===== src/rtl/net_recv_ingress_filter.sv =====
`default_nettype none
// +-----------------------------------------------------------------------------+
// | net_recv_ingress_filter: classifies MAC rx frames, forwards IPv4/UDP via a  |
// | 2-entry skid buffer and counts forwarded/dropped/length-error frames.       |
// | Revision: 1.0                                                               |
// +-----------------------------------------------------------------------------+
module net_recv_ingress_filter #(
    parameter int AXIS_DATA_WIDTH = 512,
    parameter int AXIS_KEEP_WIDTH = AXIS_DATA_WIDTH/8,
    parameter int CNT_WIDTH       = 32
) (
    input  logic                       clk,
    input  logic                       rst,
    input  logic [AXIS_DATA_WIDTH-1:0] s_axis_tdata,
    input  logic [AXIS_KEEP_WIDTH-1:0] s_axis_tkeep,
    input  logic                       s_axis_tvalid,
    output logic                       s_axis_tready,
    input  logic                       s_axis_tlast,
    output logic [AXIS_DATA_WIDTH-1:0] m_axis_tdata,
    output logic [AXIS_KEEP_WIDTH-1:0] m_axis_tkeep,
    output logic                       m_axis_tvalid,
    input  logic                       m_axis_tready,
    output logic                       m_axis_tlast,
    output logic [CNT_WIDTH-1:0]       rx_pkt_count,
    output logic [CNT_WIDTH-1:0]       drop_pkt_count,
    output logic [CNT_WIDTH-1:0]       len_err_count
);

    localparam int c_kcnt_w = $clog2(AXIS_KEEP_WIDTH + 1);

    typedef enum logic [1:0] {
        HEAD = 2'd0,
        PASS = 2'd1,
        DROP = 2'd2
    } state_t;

    state_t                     r_state;
    logic [1:0]                 r_occ;
    logic [AXIS_DATA_WIDTH-1:0] r_data0, r_data1;
    logic [AXIS_KEEP_WIDTH-1:0] r_keep0, r_keep1;
    logic                       r_last0, r_last1;
    logic [15:0]                r_ip_len;
    logic [15:0]                r_byte_cnt;
    logic [CNT_WIDTH-1:0]       r_rx_cnt, r_drop_cnt, r_len_err_cnt;

    logic                       w_accept, w_hdr_ok, w_push, w_pop;
    logic [c_kcnt_w-1:0]        w_keep_cnt;
    logic [15:0]                w_cnt_base, w_ip_len_cur, w_cnt_next;
    logic [16:0]                w_sum, w_len_exp;
    logic                       w_len_bad;

    assign s_axis_tready = (r_state == DROP) | (r_occ != 2'd2);
    assign w_accept      = s_axis_tvalid & s_axis_tready;

    assign w_hdr_ok = (s_axis_tdata[8*12 +: 8] == 8'h08) &&
                      (s_axis_tdata[8*13 +: 8] == 8'h00) &&
                      (s_axis_tdata[8*14+4 +: 4] == 4'h4) &&
                      (s_axis_tdata[8*23 +: 8] == 8'h11) &&
                      (&s_axis_tkeep[33:0]);

    assign w_push = w_accept & ((r_state == PASS) | ((r_state == HEAD) & w_hdr_ok));
    assign w_pop  = (r_occ != 2'd0) & m_axis_tready;

    always_comb begin
        w_keep_cnt = '0;
        for (int i = 0; i < AXIS_KEEP_WIDTH; i++) begin
            w_keep_cnt = w_keep_cnt + c_kcnt_w'(s_axis_tkeep[i]);
        end
    end

    // A first beat starts a fresh count, so single-beat frames are length-checked too.
    assign w_cnt_base   = (r_state == HEAD) ? 16'd0 : r_byte_cnt;
    assign w_ip_len_cur = (r_state == HEAD) ? {s_axis_tdata[8*16 +: 8], s_axis_tdata[8*17 +: 8]}
                                            : r_ip_len;
    assign w_sum        = {1'b0, w_cnt_base} + {{(17-c_kcnt_w){1'b0}}, w_keep_cnt};
    assign w_cnt_next   = w_sum[16] ? 16'hFFFF : w_sum[15:0];
    assign w_len_exp    = {1'b0, w_ip_len_cur} + 17'd14;
    assign w_len_bad    = (w_cnt_next == 16'hFFFF) | ({1'b0, w_cnt_next} != w_len_exp);

    always_ff @(posedge clk) begin
        if (!rst) begin
            r_state       <= HEAD;
            r_ip_len      <= '0;
            r_byte_cnt    <= '0;
            r_rx_cnt      <= '0;
            r_drop_cnt    <= '0;
            r_len_err_cnt <= '0;
        end else begin
            r_rx_cnt <= r_rx_cnt + {{(CNT_WIDTH-1){1'b0}}, (w_pop & r_last0)};
            if (w_push) begin
                r_byte_cnt <= w_cnt_next;
                if (s_axis_tlast && w_len_bad) begin
                    r_len_err_cnt <= r_len_err_cnt + 1'b1;
                end
            end
            if (w_accept) begin
                case (r_state)
                    HEAD: begin
                        if (w_hdr_ok) begin
                            r_ip_len <= w_ip_len_cur;
                            r_state  <= s_axis_tlast ? HEAD : PASS;
                        end else begin
                            r_drop_cnt <= r_drop_cnt + 1'b1;
                            r_state    <= s_axis_tlast ? HEAD : DROP;
                        end
                    end
                    PASS:    r_state <= s_axis_tlast ? HEAD : PASS;
                    DROP:    r_state <= s_axis_tlast ? HEAD : DROP;
                    default: r_state <= HEAD;
                endcase
            end
        end
    end

    // Slot 0 is the buffer head and drives m_axis_* directly.
    always_ff @(posedge clk) begin
        if (!rst) begin
            r_occ   <= 2'd0;
            r_data0 <= '0;
            r_keep0 <= '0;
            r_last0 <= 1'b0;
            r_data1 <= '0;
            r_keep1 <= '0;
            r_last1 <= 1'b0;
        end else begin
            case ({w_push, w_pop})
                2'b10: begin
                    if (r_occ == 2'd0) begin
                        r_data0 <= s_axis_tdata;
                        r_keep0 <= s_axis_tkeep;
                        r_last0 <= s_axis_tlast;
                    end else begin
                        r_data1 <= s_axis_tdata;
                        r_keep1 <= s_axis_tkeep;
                        r_last1 <= s_axis_tlast;
                    end
                    r_occ <= r_occ + 2'd1;
                end
                2'b01: begin
                    r_data0 <= r_data1;
                    r_keep0 <= r_keep1;
                    r_last0 <= r_last1;
                    r_occ   <= r_occ - 2'd1;
                end
                2'b11: begin
                    if (r_occ == 2'd1) begin
                        r_data0 <= s_axis_tdata;
                        r_keep0 <= s_axis_tkeep;
                        r_last0 <= s_axis_tlast;
                    end else begin
                        r_data0 <= r_data1;
                        r_keep0 <= r_keep1;
                        r_last0 <= r_last1;
                        r_data1 <= s_axis_tdata;
                        r_keep1 <= s_axis_tkeep;
                        r_last1 <= s_axis_tlast;
                    end
                end
                default: ;
            endcase
        end
    end

    assign m_axis_tvalid  = (r_occ != 2'd0);
    assign m_axis_tdata   = r_data0;
    assign m_axis_tkeep   = r_keep0;
    assign m_axis_tlast   = r_last0;
    assign rx_pkt_count   = r_rx_cnt;
    assign drop_pkt_count = r_drop_cnt;
    assign len_err_count  = r_len_err_cnt;

endmodule
`default_nettype wire


===== config.mk =====
export PLATFORM = sky130hd
export DESIGN_NAME = net_recv_ingress_filter
export DESIGN_NICKNAME = d
export VERILOG_FILES = /design/src/rtl/net_recv_ingress_filter.sv
export SDC_FILE = /design/constraint.sdc
export NUM_CORES = 2
export LEC_CHECK = 0
export CORE_AREA = 2 2 485 487
export CTS_BUF_LIST = sky130_fd_sc_hd__clkbuf_8
export DETAILED_ROUTE_END_ITERATION = 12
export DIE_AREA = 0 0 487 489
export PLACE_DENSITY = 0.51
export SYNTH_ARGS = -nofsm -noshare
export SYNTH_HDL_FRONTEND = slang
export SYNTH_SLANG_ARGS = --single-unit

===== constraint.sdc =====
create_clock -name clk -period 11.9 [get_ports clk]
set_input_delay 2.38 -clock clk [delete_from_list [all_inputs] [get_ports clk]]
set_output_delay 2.38 -clock clk [all_outputs]
set_load 0.02 [all_outputs]

==> reports/summary.json <==
{
  "cts": {
    "postCtsHoldBufs": 0,
    "cts_resized": 0,
    "clock_root_buffer": "sky130_fd_sc_hd__clkbuf_8",
    "clock_latency_ns": 0.99,
    "clock_transition_at_the_registers_of_the_reported_paths_ns": 0.06,
    "cts-buffers-inserted": 235,
    "htree_levels": 4,
    "tritoncts": "yes",
    "cts_buffer_depth": 3,
    "postCtsSetupBuffers": 0,
    "clkSinkCount": 1286
  },
  "floorplanning": {
    "placeableCoreArea_um2": 234000,
    "chipWidth_um": 487,
    "boundaryPins": 1256,
    "rows": 178,
    "design.die.area_um2": 238000,
    "start_util": 0.222,
    "die_height_um": 489
  },
  "timing": {
    "final_period_minus_worst_setup_slack_ns": 10.19,
    "drv_slew": 0,
    "achievable-frequency_ghz": 0.0981,
    "fin_worst_skew_ns": 0.0655,
    "timing.final.hold_violations": 0,
    "tns_ns": 0,
    "final.hold.worst_slack_ns": 0.452,
    "timing.final.setup_violations": 0,
    "worst-slew-pin-transition_ns": 1.39,
    "layout_worst_path_cycle_share": 0.857,
    "max_slew_margin": 0.0755,
    "rsz_0062_raised_after_global_routing": "false"
  },
  "yosys": {
    "synth.distinct_cells": 69,
    "synth.yosys.seq_area_share": 0.497,
    "yosys-top-cells-area": "sky130_fd_sc_hd__dfxtp_1, sky130_fd_sc_hd__a221oi_1, sky130_fd_sc_hd__nand2_1",
    "synth_area_per_cell_um2": 8.31,
    "ys_warn_count": 0,
    "synth_top_cell_area_share": 0.497,
    "synthDominantAreaCellType": "sky130_fd_sc_hd__dfxtp_1",
    "postSynthNetCount": 6902,
    "postSynth.topFlopCell": "sky130_fd_sc_hd__dfxtp_1",
    "post_synth_instance_area_um2": 51800,
    "synth_async_sr_flop_share": 0,
    "postSynthRegisterBits": 1286,
    "synth_edf_count": 0,
    "synth_cells": 6226
  },
  "final_layout": {
    "layout-area-overhead-vs-synth_pct": 39.2,
    "num-nets-final": 7922,
    "commonest_non_fill_non_tap_cell_in_the_layout": "sky130_fd_sc_hd__dfxtp_1",
    "final_layout_size_suffix_gt1_frac": 0.0601,
    "fill_cells": 24517,
    "area_of_all_placed_cells_without_fillers_um2": 72000,
    "finalCoreUtilization": 0.308,
    "highest_count_cells_in_the_layout_ignoring_fill_and_taps": "sky130_fd_sc_hd__dfxtp_1, sky130_fd_sc_hd__clkdlybuf4s50_1, sky130_fd_sc_hd__nand2_1, sky130_fd_sc_hd__nor2_1, sky130_fd_sc_hd__a21oi_1"
  },
  "place": {
    "area_after_dpl_um2": 67100,
    "port_buffers": 1255,
    "routabilityCongestion": 0.913,
    "hpwlAfterDp_mm": 174
  },
  "routing": {
    "detail_route.vias_per_cell": 4.89,
    "detailedRoute.firstIterationViolations": 3761,
    "routed-via-count": 51456,
    "drc": 0,
    "route.final.wire_length_mm": 249,
    "wire_length_per_cell_after_detailed_routing_um": 23.7,
    "drt.antenna.violating_nets": 0,
    "drt_pass1_iterations": 6
  },
  "setup_path": {
    "cp_slowest_stage_delay_ns": 0.60,
    "maximum_fanout_along_the_worst_path": 52,
    "arrival_ns": 11.08,
    "worst_setup_path_end_kind": "flop",
    "worst_ep_required_time_ns": 12.79,
    "timing_worst_setup_path_type": "primary input to flop",
    "worstSetupStartpointType": "primary input",
    "slowest_stage": "sky130_fd_sc_hd__a211oi_1",
    "crit_path_top_cell_by_count": "sky130_fd_sc_hd__fa_1"
  },
  "power_and_ir_drop": {
    "static-leakage-power_nw": 23.9,
    "ir_drop_v": 0.000676,
    "power.density_cell_area_nw_per_um2": 193
  },
  "global_route": {
    "grt_overflow": 0,
    "global_route.usage.total": 0.199,
    "first_global_vias": 48895,
    "antenna_found_initial": 84,
    "largest_net_degree_at_the_start_of_global_routing": 216,
    "grt_first_pass_wirelength_mm": 353
  },
  "status": {
    "run_status": "complete, no violations"
  },
  "worst_hold_path": {
    "hold_path.class": "flop to flop"
  },
  "job": {
    "max-cap-violations": 0
  }
}
## where the power goes
part	total (mW)	internal (mW)	leakage, nW	switching (mW)
Combinational	4.75	1.86	10.7	2.90
Clock	4.42	2.37	2.84	2.05
Sequential	4.71	4.56	10.4	0.150
## cell usage after synthesis (all sizes together) (12+ instances only)
cell    number
nand4       24
and2        14
a21oi      626
nor3       589
inv        104
o211ai      12
a211oi      12
nand3       44
nand2     1246
or4         12
nor4        15
a221oi     580
o21ai       36
fa          56
nor2       685
buf         27
xnor2       29
or3         13
and3        29
ha          39
xor2        55
mux2i       41
nand2b      22
dfxtp     1286
clkbuf     528
## layout make-up
type / instances / area, um^2 / share of cell area
inverters: 104 / 398 / 0.00552
diodes: 26 / 65.1 / 0.000903
multi-input cells: 4281 / 23600 / 0.327
well taps: 3060 / 3830 / 0.0531
clock inverters: 129 / 827 / 0.0115
clock buffers: 296 / 4070 / 0.0566
repair buffers: 1338 / 13500 / 0.188
flip-flops and latches: 1286 / 25700 / 0.357
## state kept, by name, summed over array words and instances (netlist names), 16 cells and up
name,count
m_axis_tkeep,64
r_byte_cnt,16
r_ip_len,16
drop_pkt_count,32
len_err_count,32
r_keep1,64
m_axis_tdata,512
rx_pkt_count,32
r_data1,512
## layer usage
layer,GRT usage,part of all wire
met2,0.319,0.46
met3,0.0722,0.097
met1,0.237,0.40
met4,0.0884,0.044
met5,0,0.0013
## final timing paths
check	slack [ns]	depth (start not counted)	end	from
hold reg to reg	0.45	2	r_data1[112]	r_data1[112]
setup reg to reg	2.73	24	len_err_count[12]	r_state[0]
hold / removal	0.45	2	r_data1[112]	r_data1[112]
setup / recovery	1.71	27	len_err_count[12]	s_axis_tkeep[35]
## critical path: cells and delay by family
kind                       cells  cell delay [ns]
AOI/OAI and AO/OA              5             1.40
xor gates and xnor gates       1             0.30
adders and majority gates      9             4.40
buffers and inverters          8             1.18
and+or+nand+nor                4             1.37
## kinds of logic (layout without fill, tap and decap cells)
| logic type | count (synthesis) | after routing | synth area share |
|---|---|---|---|
| flip-flops | 1286 | 1286 | 0.497 |
| adder cells (fa/ha/maj) | 95 | 95 | 0.0311 |
| AO/OA/AOI/OAI | 1326 | 1326 | 0.176 |
| XOR/XNOR | 85 | 85 | 0.0147 |
| other | 0 | 26 | 0 |
| buffers and inverters | 659 | 1867 | 0.0485 |
| AND/OR/NAND/NOR | 2731 | 2731 | 0.224 |
| multiplexers | 44 | 44 | 0.00858 |
## through the flow
| step | total power, mW | std cells | setup slack [ns] |
|---|---|---|---|
| 2_1_floorplan | 7.79 | 6226 | 2.28 |
| 3_3_place_gp | 9.52 | 10069 | 0.780 |
| 3_5_place_dp | 9.55 | 10069 | 0.782 |
| 4_1_cts | 14.1 | 10494 | 1.92 |
| 5_1_grt | 14.7 | 10507 | 1.36 |
| 6_report | 13.9 | 10520 | 1.71 |
Note: power is estimated with default switching activity, not from simulation.
